--- src/rtl/ptf_mem_port_pkg.sv ---
// ptf_mem_port_pkg: shared widths, FSM encoding and address-mapping helper for ptf_mem_port
package ptf_mem_port_pkg;
  localparam int LOG_WIDTH = 10;
  localparam int LOG_HEIGHT = 9;
  localparam int LOG_MEM = 36;
  localparam int LOG_ADDR = 19;
  typedef enum logic [2:0] {IDLE, ADDR, REQ, LAT, DONE} state_t;
  function automatic bit is_pow2(input int v);
    return v > 0 && (v & (v - 1)) == 0;
  endfunction
endpackage

--- src/rtl/ptf_addr_gen.sv ---
// ptf_addr_gen: pixel (x,y) to SRAM word address plus out-of-frame flag; flag active only with `PTF_BOUNDS_CHECK_EN
module ptf_addr_gen
  import ptf_mem_port_pkg::*;
#(
  parameter int WIDTH = 640,
  parameter int HEIGHT = 480,
  parameter int BASE_ADDR = 0
) (
  input  logic [LOG_WIDTH-1:0]  x,
  input  logic [LOG_HEIGHT-1:0] y,
  output logic [LOG_ADDR-1:0]   addr,
  output logic                  oob
);
  localparam int HALF = WIDTH / 2;
  localparam int HI = $clog2(HALF + 1) - 1;
  localparam int REM = HALF - (1 << HI);
`ifdef PTF_BOUNDS_CHECK_EN
  localparam bit CHECK = 1'b1;
`else
  localparam bit CHECK = 1'b0;
`endif
  logic [LOG_ADDR-1:0] yw, row;
  assign yw = LOG_ADDR'(y);
  // y*WIDTH/2 as one or two shifts when the row pitch allows it
  if (REM == 0) begin : g_one
    assign row = yw << HI;
  end else if (is_pow2(REM)) begin : g_two
    assign row = (yw << HI) + (yw << $clog2(REM));
  end else begin : g_mul
    assign row = yw * LOG_ADDR'(HALF);
  end
  assign addr = LOG_ADDR'(BASE_ADDR) + row + LOG_ADDR'(x >> 1);
  assign oob = CHECK && (int'(x) >= WIDTH || int'(y) >= HEIGHT);
endmodule

--- src/rtl/ptf_mem_port.sv ---
// ptf_mem_port: pixel-pair fetcher request port onto the shared ZBT SRAM bus; `PTF_BOUNDS_CHECK_EN drops out-of-frame requests
module ptf_mem_port
  import ptf_mem_port_pkg::*;
#(
  parameter int WIDTH = 640,
  parameter int HEIGHT = 480,
  parameter int BASE_ADDR = 0,
  parameter int MEM_LAT = 2
) (
  input  logic                  clock,
  input  logic                  reset,
  input  logic                  ptf_flag,
  input  logic                  ptf_wr,
  input  logic [LOG_WIDTH-1:0]  ptf_x,
  input  logic [LOG_HEIGHT-1:0] ptf_y,
  input  logic [LOG_MEM-1:0]    ptf_pixel_write,
  output logic [LOG_MEM-1:0]    ptf_pixel_read,
  output logic                  done_ptf,
  output logic                  mem_req,
  input  logic                  mem_grant,
  output logic [LOG_ADDR-1:0]   mem_addr,
  output logic                  mem_we,
  output logic [LOG_MEM-1:0]    mem_wdata,
  output logic                  mem_wdata_en,
  input  logic [LOG_MEM-1:0]    mem_rdata
);
  state_t state, next;
  logic [LOG_WIDTH-1:0] x;
  logic [LOG_HEIGHT-1:0] y;
  logic wr;
  logic [LOG_MEM-1:0] wdata;
  logic [1:0] cnt;
  logic [LOG_ADDR-1:0] addr;
  logic oob, accept, data_ph;

  ptf_addr_gen #(.WIDTH(WIDTH), .HEIGHT(HEIGHT), .BASE_ADDR(BASE_ADDR)) u_addr_gen (
    .x(x),
    .y(y),
    .addr(addr),
    .oob(oob)
  );

  // next state and bus/handshake outputs decoded from the current state
  always_comb begin
    done_ptf = state == IDLE || state == DONE;
    accept = done_ptf && ptf_flag;
    data_ph = state == LAT && cnt == 2'(MEM_LAT);
    mem_req = state == REQ;
    mem_we = mem_req && mem_grant && wr;
    mem_wdata_en = data_ph && wr;
    mem_wdata = mem_wdata_en ? wdata : '0;
    next = state;
    case (state)
      IDLE, DONE: next = accept ? ADDR : IDLE;
      ADDR:       next = oob ? DONE : REQ;
      REQ:        next = mem_grant ? LAT : REQ;
      LAT:        next = data_ph ? DONE : LAT;
      default:    next = IDLE;
    endcase
  end

  // state register; reset aborts any in-flight request
  always_ff @(posedge clock or negedge reset)
    if (!reset) state <= IDLE;
    else state <= next;

  // request latch, registered word address, latency count from the address phase, read capture
  always_ff @(posedge clock or negedge reset)
    if (!reset) begin
      x <= '0;
      y <= '0;
      wr <= 1'b0;
      wdata <= '0;
      cnt <= '0;
      mem_addr <= '0;
      ptf_pixel_read <= '0;
    end else begin
      if (accept) begin
        x <= ptf_x;
        y <= ptf_y;
        wr <= ptf_wr;
        wdata <= ptf_pixel_write;
      end
      if (state == ADDR && !oob) mem_addr <= addr;
      cnt <= state == REQ ? 2'd1 : cnt + 2'd1;
      if (data_ph && !wr) ptf_pixel_read <= mem_rdata;
    end
endmodule

--- config.mk ---
export PLATFORM = sky130hd
export DESIGN_NAME = ptf_mem_port
export DESIGN_NICKNAME = d
export VERILOG_FILES = /design/src/rtl/ptf_mem_port_pkg.sv /design/src/rtl/ptf_addr_gen.sv /design/src/rtl/ptf_mem_port.sv
export SDC_FILE = /design/constraint.sdc
export NUM_CORES = 1
export LEC_CHECK = 0
export ABC_AREA = 1
export CAP_MARGIN = 30
export CORE_ASPECT_RATIO = 1.2
export CORE_UTILIZATION = 49
export DETAILED_ROUTE_END_ITERATION = 8
export PLACE_DENSITY = 0.86
export SLEW_MARGIN = 10
export SYNTH_ARGS = -nofsm -noshare
export SYNTH_HDL_FRONTEND = slang
export SYNTH_HIERARCHICAL = 1
export SYNTH_SLANG_ARGS = --single-unit
--- constraint.sdc ---
create_clock -name clock -period 5.1 [get_ports clock]
set_clock_uncertainty 0.05 [all_clocks]
set_input_delay 1.02 -clock clock [delete_from_list [all_inputs] [get_ports clock]]
set_output_delay 1.02 -clock clock [all_outputs]
set_load 0.03 [all_outputs]
==> results_dict.tcl, run 1 <==
set metrics [dict create \
    outcome "complete, but fails checks" \
    violations "DRC" \
    seqCellArea_sq_um 2880 \
    grt_setup_unrepaired "no" \
    port_buffers 189 \
    fill_cells 764 \
    wl_microns 14500 \
    hold_start "cnt[0]$_DFF_PN0_" \
    criticalPathCategory "register to output port" \
    drc 15 \
    wl_per_cell_microns 14.9 \
    placed_cell_area_sq_um 7360 \
    end_kind "output port" \
    worstPathRequired_ns 4.03 \
    fin_crit_ns 3.71 \
    root_buffer "clkbuf_16" \
    path_cells "inv_1 > ha_1 > nand3_2 > nor2_1 > clkdlybuf4s50_1" \
    critPathBufInv 2 \
    dieArea_sq_um 11600 \
    cts_setup_buffers 0 \
    num_rows 41 \
    final_cell_area_sq_um 8000 \
    cap_violations 0 \
    hpwl_microns 10200 \
    clk_pin_slew_ns 0.05 \
    cpPeakStageDelay_ns 0.76 \
    timing.fmax_mhz 269 \
    firstDrtPassIters 9 \
    finalMaxSlewViolations 0 \
    initial_core_util_pct 51.1 \
    fin_crit_sh_pct 72.8 \
    track_usage_pct 26.5 \
    antenna_found_initial 0 \
    cts_hold_buffers 0 \
    grt_pass1_vias 5022 \
    syn2layout_area_growth_pct 45.9 \
    routed_via_density 5.21 \
    leakage_nw 3.97 \
    boundaryPins 191 \
    antennaDiodeCount 0 \
    overflow 0 \
    vias 5069 \
    worstMarginPinSlew_ns 0.775 \
    final_cell_mix "188 x clkdlybuf4s50_1, 185 x nand2_1, 115 x dfrtp_1, 86 x nor2_1, 60 x inv_1" \
    multi_input_area_sq_um 2140 \
    grt_pass1_wl_microns 24200 \
    cts_tree "built" \
    clk_latency_ns 0.40 \
    ant_nets 0 \
    hold_viol 0 \
    layout.nets 947 \
    startpoint "cnt[0]$_DFF_PN0_" \
    p_per_area_nw_per_um2 665 \
    hp-class "register to register" \
    crit_fanout 37 \
    syn_area_per_cell_sq_um 8.31 \
    start_kind "register" \
    synthCells 660 \
    drt_iter0_markers 289 \
    clock-sinks 115 \
    setup_viol 0 \
    yosys_warnings 6 \
    critPathSlowestCell "clkdlybuf4s50_1" \
    netlist_area_sq_um 5480 \
    cts_max_level 4 \
    core-area_sq_um 10700 \
    slew-limit-headroom_pct 48.2 \
    gp_congestion 0.983 \
    grt_max_degree 77 \
    arrival_ns 2.64 \
    clock_path_buffers 2 \
    worstReg2RegStart "y[0]$_DFFE_PN0P_" \
    drive_above_1_share_pct 6.04 \
    die_w_microns 98.6 \
    final_common_cell "clkdlybuf4s50_1" \
    cp_top_family "simple AND/OR/NAND/NOR gates" \
    cts_resized 0 \
    fin_tns_setup_ns 0 \
    ir_drop_mv 0.323 \
    cts_made_buffers 17 \
    die_y_microns 118 \
]
[power breakdown]
group / switching [W] / leakage, nW / internal, W
combinational: 0.00161 / 2.38 / 0.000940
sequential: 0.000222 / 1.30 / 0.00134
clock: 0.000408 / 0.285 / 0.000793
[layer usage]
| metal | wire length [microns] | track usage, % |
|---|---|---|
| met3 | 956 | 5.64 |
| met4 | 373 | 12.3 |
| met5 | 0 | 0 |
| met1 | 5620 | 30.8 |
| met2 | 7590 | 46.4 |
[worst paths after layout]
check / end / slack (ns) / cells after the start
worst min-delay path: cnt[0]$_DFF_PN0_ / 0.39 / 1
worst max register to register: mem_addr[15]$_DFFE_PN0P_ / 2.69 / 12
max in group asynchronous: wdata[2]$_DFFE_PN0P_ / 3.48 / 3
min in group asynchronous: y[8]$_DFFE_PN0P_ / 0.41 / 1
worst max-delay path: mem_wdata[34] / 1.39 / 5
worst min register to register: cnt[0]$_DFF_PN0_ / 0.39 / 1
[per-stage QoR]
stage	setup slack, ns	instances	util (%)	hold slack (ns)	total power (W)
after detailed placement	1.67	940	68.6	0.388	0.00408
after CTS	1.36	972	74.3	0.397	0.00533
after global placement	1.67	940	68.6	0.373	0.00397
after floorplan	2.21	661	-	0.359	0.00323
final	1.39	973	74.6	0.390	0.00532
after global routing	1.26	973	74.6	0.406	0.00568
[flip-flops by register name (all words and copies together) (netlist names)]
| name | flops |
|---|---|
| y | 9 |
| x | 9 |
| ptf_pixel_read | 36 |
| wdata | 36 |
| wr | 1 |
| mem_addr | 19 |
| state | 3 |
| cnt | 2 |
[final cells by class]
type,instances,share of cell area (%)
Sequential cell,115,36.0
Tap cell,129,2.02
Clock inverter,12,1.94
Timing Repair Buffer,199,24.8
Multi-Input combinational cell,438,26.7
Clock buffer,20,5.71
Inverter,60,2.82
No activity file was read; power rests on OpenSTA's default activity.
==> run 2: changes to the inputs <==
- CORE_UTILIZATION: 49 -> 41
- PLACE_DENSITY: 0.86 -> 0.76
- clock period: 5.1 -> 3 ns (I/O delays scaled with it)
==> run 2 against run 1 <==
Compared with the run above:
- the flow now finishes without violations
- worst hold slack lost 0.32 ns
- clock-buffer cell count shrank 1
- sequential power grew 68%
- sequential share of layout area is essentially flat
- core utilization shrank 12 points
- global-route usage shrank 5.0 points
- setup slack lost 1.3 ns
- via count shrank 2.4%
- first-iteration DRC count shrank 17%
- power grew 70%
- highest routed layer unchanged
==> results_dict.tcl, run 2 (synthesis gave the netlist of run 1 again) <==
set metrics [dict create \
    overflow 0 \
    crit_fanout 4 \
    grt_setup_unrepaired "no" \
    core-area_sq_um 12800 \
    fin_tns_setup_ns 0 \
    finalMaxSlewViolations 0 \
    hpwl_microns 9800 \
    ant_nets 0 \
    cts_setup_buffers 0 \
    worstMarginPinSlew_ns 0.827 \
    antenna_found_initial 0 \
    clk_pin_slew_ns 0.05 \
    clock_path_buffers 2 \
    fin_crit_sh_pct 95.5 \
    initial_core_util_pct 42.7 \
    timing.fmax_mhz 349 \
    p_per_area_nw_per_um2 1130 \
    wl_per_cell_microns 14.2 \
    cap_violations 0 \
    vias 4945 \
    routed_via_density 4.90 \
    leakage_nw 4.07 \
    layout.nets 949 \
    gp_congestion 0.828 \
    fin_crit_ns 2.87 \
    antennaDiodeCount 0 \
    start_kind "register" \
    drt_iter0_markers 241 \
    port_buffers 189 \
    ir_drop_mv 0.830 \
    grt_max_degree 94 \
    clk_latency_ns 0.41 \
    criticalPathCategory "register to output port" \
    largestRegisters "ptf_pixel_read x36, wdata x36, mem_addr x19" \
    slew-limit-headroom_pct 44.7 \
    end_kind "output port" \
    root_buffer "clkbuf_16" \
    arrival_ns 2.22 \
    setup_viol 0 \
    drc 0 \
    worstPathRequired_ns 2.35 \
    cts_max_level 4 \
    dieArea_sq_um 13800 \
    boundaryPins 191 \
    outcome "complete, no violations" \
    die_y_microns 129 \
    hold_viol 0 \
    p_total_w 0.00904 \
    drive_above_1_share_pct 10.6 \
    clock-sinks 115 \
    cts_tree "built" \
    final_cell_mix "185 x nand2_1, 151 x clkdlybuf4s50_1, 115 x dfrtp_1, 86 x nor2_1, 60 x inv_1" \
    cts_made_buffers 17 \
    grt_pass1_vias 4736 \
    die_w_microns 108 \
    final_common_cell "nand2_1" \
    wl_microns 14300 \
    num_rows 45 \
    hp-class "input port to async pin" \
    track_usage_pct 21.4 \
    grt_pass1_wl_microns 22800 \
    firstDrtPassIters 4 \
    syn2layout_area_growth_pct 45.8 \
]
run 2: final timing paths:
path / endpoint / slack [ns] / startpoint / depth (start not counted)
min in group clock: cnt[0]$_DFF_PN0_ / 0.38 / cnt[0]$_DFF_PN0_ / 1
setup reg to reg: mem_addr[13]$_DFFE_PN0P_ / 0.68 / y[0]$_DFFE_PN0P_ / 11
setup / recovery: mem_we / 0.13 / state[0]$_DFF_PN0_ / 4
hold / removal: y[8]$_DFFE_PN0P_ / 0.07 / reset / 1
max in group asynchronous: state[0]$_DFF_PN0_ / 2.18 / reset / 2
hold reg to reg: cnt[0]$_DFF_PN0_ / 0.38 / cnt[0]$_DFF_PN0_ / 1
run 2: final cells by class:
class | count | area, sq um
multi-input combinational | 438 | 2150
clock inverter | 13 | 184
timing repair buffer | 201 | 1910
clock buffer | 19 | 443
sequential | 115 | 2880
inverter | 60 | 225
tap | 164 | 205
fill | 1134 | 4840
run 2: through the flow:
step	worst slack, ns	hold slack (ns)	instance area [sq um]	instances	util (%)
after global placement	0.394	0.374	7360	978	57.3
after floorplan	0.527	0.254	5490	661	-
after global routing	0.0177	0.0791	7990	1010	62.3
final	0.135	0.0672	7990	1010	62.3
after detailed placement	0.396	0.378	7360	978	57.3
after CTS	0.0928	0.0678	7990	1010	62.2
run 2: critical path, cell delays in order (launching register included):
cell,delay (ns)
dfrtp_1,0.40
nor3_1,0.45
nand2_1,0.16
nor2_1,0.11
clkdlybuf4s50_1,0.69
run 2: routing by layer:
layer  global-route usage [%]  vias up  routed length, microns
li1                         -     2458                       -
met1                     25.9     2309                    6120
met2                     36.8      151                    7170
met3                     4.20       27                     655
met4                     9.75        0                     364
met5                        0        -                       0
run 2: where the power goes:
| part | internal (W) | total, W | switching (W) |
|---|---|---|---|
| clock network | 0.00141 | 0.00212 | 0.000715 |
| logic | 0.00160 | 0.00427 | 0.00268 |
| registers | 0.00228 | 0.00264 | 0.000359 |
run 2: what timing repair did:
| item | 4_1_cts | 5_1_grt |
|---|---|---|
| endpoints found under the setup margin | 0 | 3 |
| resized for setup | 0 | 1 |
| hold buffers | 0 | 0 |
